<file path="config.mk">
export PLATFORM = sky130hd
export DESIGN_NAME = pattern_gen_mp
export DESIGN_NICKNAME = d
export VERILOG_FILES = /design/src/rtl/pattern_gen_pkg.sv /design/src/rtl/pattern_gen_mp_frame_sync_ctl.sv /design/src/rtl/pattern_gen_mp.sv
export SDC_FILE = /design/constraint.sdc
export NUM_CORES = 1
export LEC_CHECK = 0
export ABC_AREA = 1
export ABC_CLOCK_PERIOD_IN_PS = 4590
export CORE_AREA = 2 2 149 114
export DETAILED_ROUTE_END_ITERATION = 8
export DIE_AREA = 0 0 151 116
export PLACE_DENSITY_LB_ADDON = 0.2
export SLEW_MARGIN = 10
export SYNTH_ARGS = -nofsm -noshare
export SYNTH_HDL_FRONTEND = slang
export SYNTH_SLANG_ARGS = --single-unit
</file>
<file path="constraint.sdc">
create_clock -name pixel_clk -period 4.59 [get_ports pixel_clk]
set_clock_uncertainty 0.2 [all_clocks]
set_input_delay 0.459 -clock pixel_clk [delete_from_list [all_inputs] [get_ports pixel_clk]]
set_output_delay 0.459 -clock pixel_clk [all_outputs]
set_load 0.005 [all_outputs]
</file>
<file path="src/rtl/pattern_gen_pkg.sv">
// -----------------------------------------------------------------------------
// pattern_gen_pkg
// Shared constants for the multi-pattern video test source:
//   - pattern mode encodings carried on mode_sel / mode_active
//   - ramp band identifiers for mode 0
//   - 8-entry colour-bar table and border colour, stored as one bit per
//     channel {r,g,b}; each bit is replicated to a full-scale COLOR_W channel
//     by the user, so the table serves any channel width.
// -----------------------------------------------------------------------------
package pattern_gen_pkg;

  localparam logic [2:0] MODE_RAMP    = 3'd0;
  localparam logic [2:0] MODE_BARS    = 3'd1;
  localparam logic [2:0] MODE_CHECKER = 3'd2;
  localparam logic [2:0] MODE_SOLID   = 3'd3;

  // Horizontal bands of the ramp pattern, top to bottom.
  typedef enum logic [1:0] {
    BAND_RED   = 2'd0,
    BAND_GREEN = 2'd1,
    BAND_BLUE  = 2'd2,
    BAND_GRAY  = 2'd3
  } band_e;

  localparam logic [2:0] BAR_IDX_LAST = 3'd7;

  // Packed array: the first element in the concatenation is index 7.
  // idx 0..7 = white, yellow, cyan, green, magenta, red, blue, black.
  localparam logic [7:0][2:0] BAR_RGB3 = {
    3'b000,  // 7 black
    3'b001,  // 6 blue
    3'b100,  // 5 red
    3'b101,  // 4 magenta
    3'b010,  // 3 green
    3'b011,  // 2 cyan
    3'b110,  // 1 yellow
    3'b111   // 0 white
  };

  localparam logic [2:0] BORDER_RGB3 = 3'b111;

  function automatic logic [2:0] bar_rgb3(input logic [2:0] idx);
    return BAR_RGB3[idx];
  endfunction

  // Only the generated patterns get the white frame; solid fill and the
  // reserved modes do not.
  function automatic logic mode_has_border(input logic [2:0] mode);
    return (mode == MODE_RAMP) || (mode == MODE_BARS) || (mode == MODE_CHECKER);
  endfunction

endpackage

</file>
<file path="src/rtl/pattern_gen_mp_frame_sync_ctl.sv">
// -----------------------------------------------------------------------------
// frame_sync_ctl
// Frame-synchronous control for pattern_gen_mp. Detects the falling edge of
// the active-low vsync (frame start) and, on that cycle only, latches the
// requested mode, advances the scroll offset and counts the frame.
// Ports:
//   i_clk, i_rst_n   clock, asynchronous active-low reset
//   i_vs             vsync, active low
//   i_mode_sel       requested pattern mode
//   i_scroll_en      advance the offset by SCROLL_STEP at each frame start
//   o_mode           mode in effect for the current frame
//   o_offset         horizontal scroll offset (wraps modulo 2**COORD_W)
//   o_frame_cnt      frame starts since reset (wraps)
// -----------------------------------------------------------------------------
module frame_sync_ctl
  import pattern_gen_pkg::*;
#(
  parameter int COORD_W     = 12,
  parameter int SCROLL_STEP = 1
) (
  input  logic               i_clk,
  input  logic               i_rst_n,
  input  logic               i_vs,
  input  logic [2:0]         i_mode_sel,
  input  logic               i_scroll_en,
  output logic [2:0]         o_mode,
  output logic [COORD_W-1:0] o_offset,
  output logic [15:0]        o_frame_cnt
);

  localparam logic [COORD_W-1:0] STEP = COORD_W'(SCROLL_STEP);

  logic               r_vs_d;
  logic [2:0]         r_mode;
  logic [COORD_W-1:0] r_offset;
  logic [15:0]        r_frame_cnt;
  logic               w_fs;

  // vs_d resets high so a vsync that is already low at release counts as a
  // frame start.
  assign w_fs = r_vs_d & ~i_vs;

  always_ff @(posedge i_clk or negedge i_rst_n) begin
    if (!i_rst_n) begin
      r_vs_d      <= 1'b1;
      r_mode      <= MODE_RAMP;
      r_offset    <= '0;
      r_frame_cnt <= '0;
    end else begin
      r_vs_d <= i_vs;
      if (w_fs) begin
        r_mode      <= i_mode_sel;
        r_frame_cnt <= r_frame_cnt + 16'd1;
        if (i_scroll_en) begin
          r_offset <= r_offset + STEP;
        end
      end
    end
  end

  assign o_mode      = r_mode;
  assign o_offset    = r_offset;
  assign o_frame_cnt = r_frame_cnt;

endmodule

</file>
<file path="src/rtl/pattern_gen_mp.sv">
// -----------------------------------------------------------------------------
// pattern_gen_mp
// Multi-pattern video test source placed between the timing generator and the
// video output. Patterns: ramp bands, 8 colour bars, checkerboard, solid fill.
// Mode changes take effect at frame start; ramp and checker scroll per frame.
// Ports:
//   pixel_clk, reset_n          clock, asynchronous active-low reset
//   pixel_de/hs/vs              input timing (vs active low)
//   pixel_x/pixel_y             active column/row
//   image_width/image_height    active size
//   mode_sel, scroll_en         pattern request, scroll enable
//   solid_rgb                   {r,g,b} fill colour for the solid mode
//   gen_de/hs/vs                timing delayed by 2 cycles
//   gen_r/g/b                   pixel colour aligned with gen_de
//   mode_active, frame_cnt      current mode, frame starts since reset
// -----------------------------------------------------------------------------
module pattern_gen_mp
  import pattern_gen_pkg::*;
#(
  parameter int COLOR_W      = 8,
  parameter int COORD_W      = 12,
  parameter int CHECKER_LOG2 = 5,
  parameter int SCROLL_STEP  = 1
) (
  input  logic                 pixel_clk,
  input  logic                 reset_n,
  input  logic                 pixel_de,
  input  logic                 pixel_hs,
  input  logic                 pixel_vs,
  input  logic [COORD_W-1:0]   pixel_x,
  input  logic [COORD_W-1:0]   pixel_y,
  input  logic [COORD_W-1:0]   image_width,
  input  logic [COORD_W-1:0]   image_height,
  input  logic [2:0]           mode_sel,
  input  logic                 scroll_en,
  input  logic [3*COLOR_W-1:0] solid_rgb,
  output logic                 gen_de,
  output logic                 gen_hs,
  output logic                 gen_vs,
  output logic [COLOR_W-1:0]   gen_r,
  output logic [COLOR_W-1:0]   gen_g,
  output logic [COLOR_W-1:0]   gen_b,
  output logic [2:0]           mode_active,
  output logic [15:0]          frame_cnt
);

  localparam logic [COORD_W-1:0] ONE = COORD_W'(1);

  logic [COORD_W-1:0] w_offset;

  frame_sync_ctl #(
    .COORD_W     (COORD_W),
    .SCROLL_STEP (SCROLL_STEP)
  ) u_frame_sync_ctl (
    .i_clk       (pixel_clk),
    .i_rst_n     (reset_n),
    .i_vs        (pixel_vs),
    .i_mode_sel  (mode_sel),
    .i_scroll_en (scroll_en),
    .o_mode      (mode_active),
    .o_offset    (w_offset),
    .o_frame_cnt (frame_cnt)
  );

  // ---------------------------------------------------------------------------
  // Colour-bar position counters. Bars are counted per de pixel rather than
  // derived from pixel_x so they stay unscrolled and need no divider.
  // ---------------------------------------------------------------------------
  logic               r_de_d;
  logic [COORD_W-1:0] r_bar_pos;
  logic [2:0]         r_bar_idx;
  logic [COORD_W-1:0] w_bar_w;
  logic [COORD_W-1:0] w_cur_pos;
  logic [2:0]         w_cur_idx;
  logic               w_bar_wrap;

  always_comb begin
    w_bar_w = image_width >> 3;
    if (w_bar_w == '0) begin
      w_bar_w = ONE;
    end
    // The first de pixel of a line restarts at bar 0 regardless of history.
    if (pixel_de && !r_de_d) begin
      w_cur_pos = '0;
      w_cur_idx = '0;
    end else begin
      w_cur_pos = r_bar_pos;
      w_cur_idx = r_bar_idx;
    end
    w_bar_wrap = (w_cur_pos + ONE) == w_bar_w;
  end

  always_ff @(posedge pixel_clk or negedge reset_n) begin
    if (!reset_n) begin
      r_de_d    <= 1'b0;
      r_bar_pos <= '0;
      r_bar_idx <= '0;
    end else begin
      r_de_d <= pixel_de;
      if (pixel_de) begin
        if (w_bar_wrap) begin
          r_bar_pos <= '0;
          // Saturate on the black bar so any width remainder stays black.
          r_bar_idx <= (w_cur_idx == BAR_IDX_LAST) ? BAR_IDX_LAST : w_cur_idx + 3'd1;
        end else begin
          r_bar_pos <= w_cur_pos + ONE;
          r_bar_idx <= w_cur_idx;
        end
      end
    end
  end

  // ---------------------------------------------------------------------------
  // Stage 1: timing, scrolled coordinate features, region flags, bar index.
  // ---------------------------------------------------------------------------
  logic [COORD_W:0]   w_q1;
  logic [COORD_W:0]   w_half;
  logic [COORD_W:0]   w_q3;
  band_e              w_band;
  logic               w_border;
  logic [COLOR_W-1:0] w_ramp;
  logic               w_check;

  always_comb begin
    w_q1   = {1'b0, image_height >> 2};
    w_half = {1'b0, image_height >> 1};
    w_q3   = w_q1 + w_half;
    if ({1'b0, pixel_y} < w_q1) begin
      w_band = BAND_RED;
    end else if ({1'b0, pixel_y} < w_half) begin
      w_band = BAND_GREEN;
    end else if ({1'b0, pixel_y} < w_q3) begin
      w_band = BAND_BLUE;
    end else begin
      w_band = BAND_GRAY;
    end
    // Border uses the raw (unscrolled) coordinates.
    w_border = (pixel_x == '0) || ((pixel_x + ONE) == image_width) ||
               (pixel_y == '0) || ((pixel_y + ONE) == image_height);
    // The cast keeps the sum at COORD_W bits, giving the modulo wrap.
    w_ramp  = COLOR_W'(pixel_x + w_offset);
    w_check = 1'((pixel_x + w_offset) >> CHECKER_LOG2) ^ pixel_y[CHECKER_LOG2];
  end

  logic                 r_s1_de;
  logic                 r_s1_hs;
  logic                 r_s1_vs;
  logic [2:0]           r_s1_mode;
  band_e                r_s1_band;
  logic                 r_s1_border;
  logic [COLOR_W-1:0]   r_s1_ramp;
  logic                 r_s1_check;
  logic [2:0]           r_s1_bar_idx;
  logic [3*COLOR_W-1:0] r_s1_solid;

  // mode_active is sampled here, so a frame start coinciding with de only
  // affects the next capture.
  always_ff @(posedge pixel_clk or negedge reset_n) begin
    if (!reset_n) begin
      r_s1_de      <= 1'b0;
      r_s1_hs      <= 1'b1;
      r_s1_vs      <= 1'b1;
      r_s1_mode    <= MODE_RAMP;
      r_s1_band    <= BAND_RED;
      r_s1_border  <= 1'b0;
      r_s1_ramp    <= '0;
      r_s1_check   <= 1'b0;
      r_s1_bar_idx <= '0;
      r_s1_solid   <= '0;
    end else begin
      r_s1_de      <= pixel_de;
      r_s1_hs      <= pixel_hs;
      r_s1_vs      <= pixel_vs;
      r_s1_mode    <= mode_active;
      r_s1_band    <= w_band;
      r_s1_border  <= w_border;
      r_s1_ramp    <= w_ramp;
      r_s1_check   <= w_check;
      r_s1_bar_idx <= w_cur_idx;
      r_s1_solid   <= solid_rgb;
    end
  end

  // ---------------------------------------------------------------------------
  // Stage 2: colour mux. Channel index 2 = red, 1 = green, 0 = blue.
  // ---------------------------------------------------------------------------
  logic [2:0][COLOR_W-1:0] w_rgb_next;
  logic [2:0]              w_bar3;

  always_comb begin
    w_rgb_next = '0;
    w_bar3     = bar_rgb3(r_s1_bar_idx);
    if (r_s1_de) begin
      if (mode_has_border(r_s1_mode) && r_s1_border) begin
        for (int ch = 0; ch < 3; ch++) begin
          w_rgb_next[ch] = {COLOR_W{BORDER_RGB3[ch]}};
        end
      end else begin
        case (r_s1_mode)
          MODE_RAMP: begin
            case (r_s1_band)
              BAND_RED:   w_rgb_next[2] = r_s1_ramp;
              BAND_GREEN: w_rgb_next[1] = r_s1_ramp;
              BAND_BLUE:  w_rgb_next[0] = r_s1_ramp;
              default: begin
                w_rgb_next[2] = r_s1_ramp;
                w_rgb_next[1] = r_s1_ramp;
                w_rgb_next[0] = r_s1_ramp;
              end
            endcase
          end
          MODE_BARS: begin
            for (int ch = 0; ch < 3; ch++) begin
              w_rgb_next[ch] = {COLOR_W{w_bar3[ch]}};
            end
          end
          MODE_CHECKER: begin
            for (int ch = 0; ch < 3; ch++) begin
              w_rgb_next[ch] = {COLOR_W{r_s1_check}};
            end
          end
          MODE_SOLID: w_rgb_next = r_s1_solid;
          default:    w_rgb_next = '0;
        endcase
      end
    end
  end

  logic [COLOR_W-1:0] r_rgb [3];

  generate
    for (genvar gi = 0; gi < 3; gi++) begin : g_chan
      always_ff @(posedge pixel_clk or negedge reset_n) begin
        if (!reset_n) begin
          r_rgb[gi] <= '0;
        end else begin
          r_rgb[gi] <= w_rgb_next[gi];
        end
      end
    end
  endgenerate

  logic r_gen_de;
  logic r_gen_hs;
  logic r_gen_vs;

  always_ff @(posedge pixel_clk or negedge reset_n) begin
    if (!reset_n) begin
      r_gen_de <= 1'b0;
      r_gen_hs <= 1'b1;
      r_gen_vs <= 1'b1;
    end else begin
      r_gen_de <= r_s1_de;
      r_gen_hs <= r_s1_hs;
      r_gen_vs <= r_s1_vs;
    end
  end

  assign gen_de = r_gen_de;
  assign gen_hs = r_gen_hs;
  assign gen_vs = r_gen_vs;
  assign gen_r  = r_rgb[2];
  assign gen_g  = r_rgb[1];
  assign gen_b  = r_rgb[0];

endmodule

</file>
# Yosys cells after proc, flatten, opt, wreduce, memory -nomap -nowiden
# Memories as Yosys holds them, arrays and structs flattened.
# Cells that the tools add are included.
dict set report op_classes {
  add_sub_neg 8
  mul 0
  n_div 0
  order_cmp 4
  eq_ne 9
  shift 0
  mux 16
  bitwise 3
  n_reduce_logical 17
}
# operator n
set op_table {}
lappend op_table {{$pmux W24 S4} 1}
lappend op_table {{$add A12 B1 Y12 const B} 4}
lappend op_table {{$mux W24} 2}
lappend op_table {{$logic_not A12 Y1} 3}
lappend op_table {{$eq A12 B12 Y1} 2}
lappend op_table {{$mux W12} 2}
lappend op_table {{$mux W8} 3}
lappend op_table {{$add A16 B1 Y16 const B} 1}
lappend op_table {{$add A10 B11 Y12} 1}
lappend op_table {{$eq A12 B9 Y1} 1}
lappend op_table {{$lt A12 B10 Y1} 1}
lappend op_table {{$lt A12 B11 Y1} 1}
lappend op_table {{$lt A12 B12 Y1} 1}
lappend op_table {{$mux W3} 4}
lappend op_table {{$mux W9} 1}
lappend op_table {{$add A8 B8 Y8} 1}
lappend op_table {{$eq A3 B2 Y1 const B} 2}
lappend op_table {{$reduce_or A2 Y1} 3}
lappend op_table {{$logic_or A1 B1 Y1} 5}
lappend op_table {{$lt A3 B4 Y1 const B} 1}
lappend op_table {{$mux W2} 2}
lappend op_table {{$add A3 B1 Y3 const B} 1}
lappend op_table {{$eq A3 B1 Y1 const B} 1}
lappend op_table {{$eq A3 B3 Y1 const B} 1}
lappend op_table {{11 further kinds} 12}
dict set report totals {
  regBits 118
  latchBits 0
  mem_bits_rw 0
  rom_bits 24
  input_bits 81
  out_inout_bits 46
  word_cells 79
  n_memories 1
}
# name words word_bits rd rd_clocked_by_memory_dff wr line
set memory_table {}
lappend memory_table {{(name not given)} 8 3 1 0 0 pattern_gen_pkg.sv:43} ;# return BAR_RGB3[idx];

# Depth between registers and ports, before layout
dict set report depth {
  depth_word 6
  ltp_mapped 20
  depth_no_buf 19
}

# By module
# Synthesis repeated with hierarchy kept, for this count alone.
dict set report unflattened {
  hier_cells 887
  hier_area_um2 7440.9
}
# module instances cells_per_inst area_per_inst_um2 seq_area_each_um2
set modules_own_cells {}
lappend modules_own_cells {pattern_gen_mp 1 716 5880.6 2182.1}
lappend modules_own_cells {frame_sync_ctl 1 171 1560.2 802.0}

# Worst setup path before layout
# OpenSTA, ideal clock, no wires.
dict set report synth_path {
  path_kind {input port to flip-flop}
  startpoint {input image_height[1]}
  endpoint {register r_s1_band[0]}
  arrival_ps 2432
  required_ps 4313
  slack_ps 1880
  path_stages 14
  cell_sequence {ha_1 > fa_1 > nand3_1 > nand2_1 > a21oi_1 > o21ai_0 > xor2_1 > ha_1 > nand2_1 > o21ai_0 > a21oi_1 > o21ai_0 > nand3_1 > a21oi_1}
}
dict set report synth_between {
  elab_chain_len 5
  word_cells_on_any_way 6
}
# element line
set synth_rtl {}
lappend synth_rtl {{start: declaration} pattern_gen_mp.sv:33} ;# input logic [COORD_W-1:0] image_height,
lappend synth_rtl {{$add A10 B11 Y12} pattern_gen_mp.sv:127} ;# w_q3 = w_q1 + w_half;
lappend synth_rtl {{$lt A12 B12 Y1} pattern_gen_mp.sv:132} ;# end else if ({1'b0, pixel_y} < w_q3) begin
lappend synth_rtl {{$mux W1} pattern_gen_mp.sv:132}
lappend synth_rtl {{$mux W2 *} pattern_gen_mp.sv:130} ;# end else if ({1'b0, pixel_y} < w_half) begin
lappend synth_rtl {{$mux W2 *} pattern_gen_mp.sv:128} ;# if ({1'b0, pixel_y} < w_q1) begin
lappend synth_rtl {{via w_band[0]} pattern_gen_mp.sv:119} ;# band_e w_band;
lappend synth_rtl {{end signal: assignment} pattern_gen_mp.sv:175} ;# r_s1_band <= w_band;
lappend synth_rtl {{end: declaration} pattern_gen_mp.sv:149} ;# band_e r_s1_band;
# Mark *: on every way through the listed nets, which the timed path passes. The rest lies on a longest branch.
# A chain may end at the register's enable or synchronous reset.

# Worst setup path after layout
dict set report layout_path {
  startpoint {input pixel_de}
  endpoint {register r_bar_pos[0]}
}
dict set report layout_between {
  elab_chain_len 5
}
# element line
set layout_rtl {}
lappend layout_rtl {{start: declaration} pattern_gen_mp.sv:27} ;# input logic pixel_de,
lappend layout_rtl {{$logic_and A1 B1 Y1} pattern_gen_mp.sv:83} ;# if (pixel_de && !r_de_d) begin
lappend layout_rtl {{$mux W12} pattern_gen_mp.sv:83}
lappend layout_rtl {{$add A12 B1 Y12} {pattern_gen_mp.sv:90, pattern_gen_mp.sv:106}}
lappend layout_rtl {{$eq A12 B9 Y1} pattern_gen_mp.sv:90} ;# w_bar_wrap = (w_cur_pos + ONE) == w_bar_w;
lappend layout_rtl {{$mux W12} pattern_gen_mp.sv:101} ;# if (w_bar_wrap) begin
lappend layout_rtl {{end signal: assignment} pattern_gen_mp.sv:106} ;# r_bar_pos <= w_cur_pos + ONE;
lappend layout_rtl {{end: declaration} pattern_gen_mp.sv:70} ;# logic [COORD_W-1:0] r_bar_pos;
# Parallel ways exist; a longest one is shown, timed or not.

==> results.json <==
{
  "port_buffers": 126,
  "max_stage_delay_ps": 390,
  "pwr-share-clk_pct": 36.2,
  "cts-root-buf": "clkbuf_16",
  "place_congestion": 0.868,
  "path_cells": "clkdlybuf4s50_1 -> buf_4 -> nand2_4 -> inv_2 -> nor2_1 -> ha_1 -> nand2_1 -> inv_1 -> nand3_2 -> nor2_4 -> nand2_2 -> nand3_1 -> nand2_1 -> nor2_1 -> nand2_1 -> nor2_4 -> nand2_2 -> nand3_1 -> o21ai_1",
  "syn_area_per_cell_um2": 8.51,
  "max_slew_margin_pct": 27.3,
  "ys.flop_type": "dfrtp_1",
  "synth-edff-count": 0,
  "final_util_pct": 57.5,
  "drtIter0Drc": 383,
  "numCtsBuffers": 17,
  "cts_tree": "built",
  "fp.dieW_um": 151,
  "post-place-cells": 1161,
  "ys_seq_area_share_pct": 40.3,
  "ant_nets": 0,
  "dieArea_mm2": 0.0175,
  "slew_viol_final": 0,
  "start_util_pct": 44.6,
  "whs_ps": 156,
  "clockBufferDepth": 2,
  "core_area_mm2": 0.0159,
  "period_share_pct": 69.4,
  "async_flop_share_pct": 100,
  "synth-seq-cells": 114,
  "hold_viol": 0,
  "wl_met2_um": 7280,
  "grt_pass1_wl_um": 28600,
  "cp.required_ps": 4680,
  "highest_layer": "met4",
  "swShare_pct": 30.6,
  "internal-power_w": 0.00240,
  "grt_remaining_overflow": 0,
  "die_h_um": 116,
  "vias": 6091,
  "ys.warnings.count": 0,
  "drive_gt1_share_pct": 6.50,
  "clk_pin_slew_ps": 60,
  "antenna_found_initial": 0,
  "drc": 0,
  "dp_hpwl_um": 13300,
  "grt_max_degree": 54,
  "hold_path_class": "flip-flop to flip-flop",
  "setup_viol": 0,
  "cp-end-kind": "flip-flop",
  "postSynthCellCount": 834,
  "wl_per_cell_um": 14.8,
  "start_kind": "primary input",
  "grt_pass1_vias": 5683,
  "cts.sinks": 114,
  "p_per_area_mw_per_mm2": 379,
  "stdcell_count": 1194,
  "rsz0062_at_grt": "no",
  "fin_crit_ps": 3180,
  "cap_violations": 0,
  "ir_worst_vdd_v": 0.000279,
  "placementRows": 40,
  "worstMarginPinSlew_ps": 1080,
  "cp.arrival_ps": 3280,
  "cpMaxStageDelayCell": "clkdlybuf4s50_1",
  "drt_first_pass_iters": 4,
  "power_leakage_nw": 4.32,
  "htree_levels": 4,
  "syn_area_mm2": 0.00710,
  "met3_length_um": 1140,
  "synth_nets": 977,
  "status": "finished clean",
  "syn2layout_area_growth_pct": 28.9,
  "fillers": 1440,
  "pwr-share-comb_pct": 25.4,
  "antennaDiodeCount": 0,
  "crit_type": "primary input to flip-flop",
  "final_nets": 1114,
  "ios": 127,
  "vias_per_cell": 5.10,
  "drt-total-wl_um": 17600,
  "max_freq_mhz": 314,
  "p_switching_w": 0.00106,
  "seqPwrFrac_pct": 38.4,
  "critPathMaxFanout": 20,
  "ys_types": 45,
  "crit_path_frequent_cell": "nand2_1",
  "tns_ps": 0,
  "wl_met1_um": 9060,
  "track_usage_pct": 21.2,
  "clock_latency_ps": 420
}
-- metal layers --
| layer | track usage [%] | vias up |
|---|---|---|
| li1 | - | 3062 |
| met5 | 0 | - |
| met4 | 6.11 | 0 |
| met1 | 31.4 | 2826 |
| met2 | 30.5 | 187 |
| met3 | 5.35 | 16 |
-- layout by cell type, fill, tap and decap left out, types with 5 or more instances in the layout --
cell               n
o21ai_0           16
a22oi_1            7
ha_1              60
buf_4              6
nand4_1           14
dfrtp_1          110
xor2_1            42
nand3_1           74
clkbuf_16         17
a21oi_1           33
a41oi_1           17
nor3_1            15
clkdlybuf4s50_1  125
xnor2_1           25
a31oi_1            9
inv_1             99
nor2_4             5
nor2_1            58
nand2_1          176
o21ai_1            6
-- final timing paths --
check | cells after the start | to | from | slack, ps
worst max-delay path | 19 | r_bar_pos[0] | pixel_de | 1410
worst min-delay path | 0 | gen_hs | r_s1_hs | 160
worst max register to register | 17 | r_bar_pos[0] | r_s1_de | 1460
worst min register to register | 0 | gen_hs | r_s1_hs | 160
max in group asynchronous | 3 | gen_hs | reset_n | 2790
min in group asynchronous | 2 | gen_g[4] | reset_n | 420
-- power by group through the flow --
stage               clock network (W)  registers, W  logic (W)
floorplan                           0       0.00129   0.000512
global placement                    0       0.00134   0.000865
detailed placement                  0       0.00134   0.000874
CTS                           0.00127       0.00133   0.000886
global route                  0.00133       0.00135   0.000997
finish                        0.00125       0.00133   0.000880
-- metrics by stage --
stage / area, um^2 / power, W / setup slack (ps)
after CTS: 9150 / 0.00348 / 1430
after detailed placement: 8570 / 0.00222 / 1060
after global placement: 8570 / 0.00220 / 1150
after floorplan: 7100 / 0.00181 / 1880
after global routing: 9150 / 0.00367 / 1120
final: 9150 / 0.00346 / 1410
-- cell usage after synthesis, types with 3 or more instances --
master      n  area (um^2)
o21ai_0    16         80.1
xor2_1     42          368
o21ai_1     6         30.0
a21boi_0    3         22.5
nand2_2     3         18.8
a22oi_1     7         52.6
nor2_4      5         56.3
nor2_2      3         18.8
dfrtp_1   110         2750
inv_1      99          372
or2_2       3         18.8
dfstp_2     4          105
nand3b_1    4         30.0
nand4_1    14         87.6
a21oi_1    33          165
a31oi_1     9         56.3
nand3_1    74          370
nand2_1   176          661
clkbuf_1    9         33.8
a41oi_1    17          149
ha_1       60          751
nor3_1     15         75.1
nand3_2     4         40.0
xnor2_1    25          219
nor4_1      4         25.0
o211ai_1    4         30.0
nor2_1     58          218
-- state kept, by name, summed over array words and instances, names as in the netlist, 2 cells and up --
signal	count
r_s1_solid	24
gen_b	8
gen_r	8
u_frame_sync_ctl.o_offset	8
r_s1_ramp	8
r_s1_mode	3
u_frame_sync_ctl.o_mode	3
r_s1_band	2
r_bar_pos	12
r_s1_bar_idx	3
u_frame_sync_ctl.o_frame_cnt	16
gen_g	8
r_bar_idx	3
-- final cells by class --
cell class | count | area, um^2 | area share (%)
Tap cell | 210 | 263 | 2.87
Clock buffer | 24 | 492 | 5.38
Clock inverter | 8 | 77.6 | 0.848
Multi-Input combinational cell | 605 | 3770 | 41.2
Sequential cell | 114 | 2860 | 31.2
Inverter | 101 | 379 | 4.15
Timing Repair Buffer | 132 | 1310 | 14.3
-- cells by family (layout without fill, tap and decap cells) --
logic type / after synthesis / count (layout) / share of synthesized area (%)
AO/OA/AOI/OAI: 105 / 105 / 9.43
XOR/XNOR: 69 / 69 / 8.90
adder cells (fa/ha/maj): 62 / 62 / 11.1
buffers and inverters: 115 / 265 / 6.61
flip-flops: 114 / 114 / 40.3
AND/OR/NAND/NOR: 369 / 369 / 23.7
-- worst max-delay path, delay by kind of cell --
kind	cells	cell delay (ps)
simple gates	13	1680
fa+ha+maj	1	260
compound gates	1	70
buf+inv	4	810
-- what timing repair did --
action / CTS / global route
hold endpoints to repair: 51 / 0
hold buffers: 1 / 0
buffers inserted: 0 / 0
resized for setup: 0 / 0
Power figures use the tool's default switching activity.
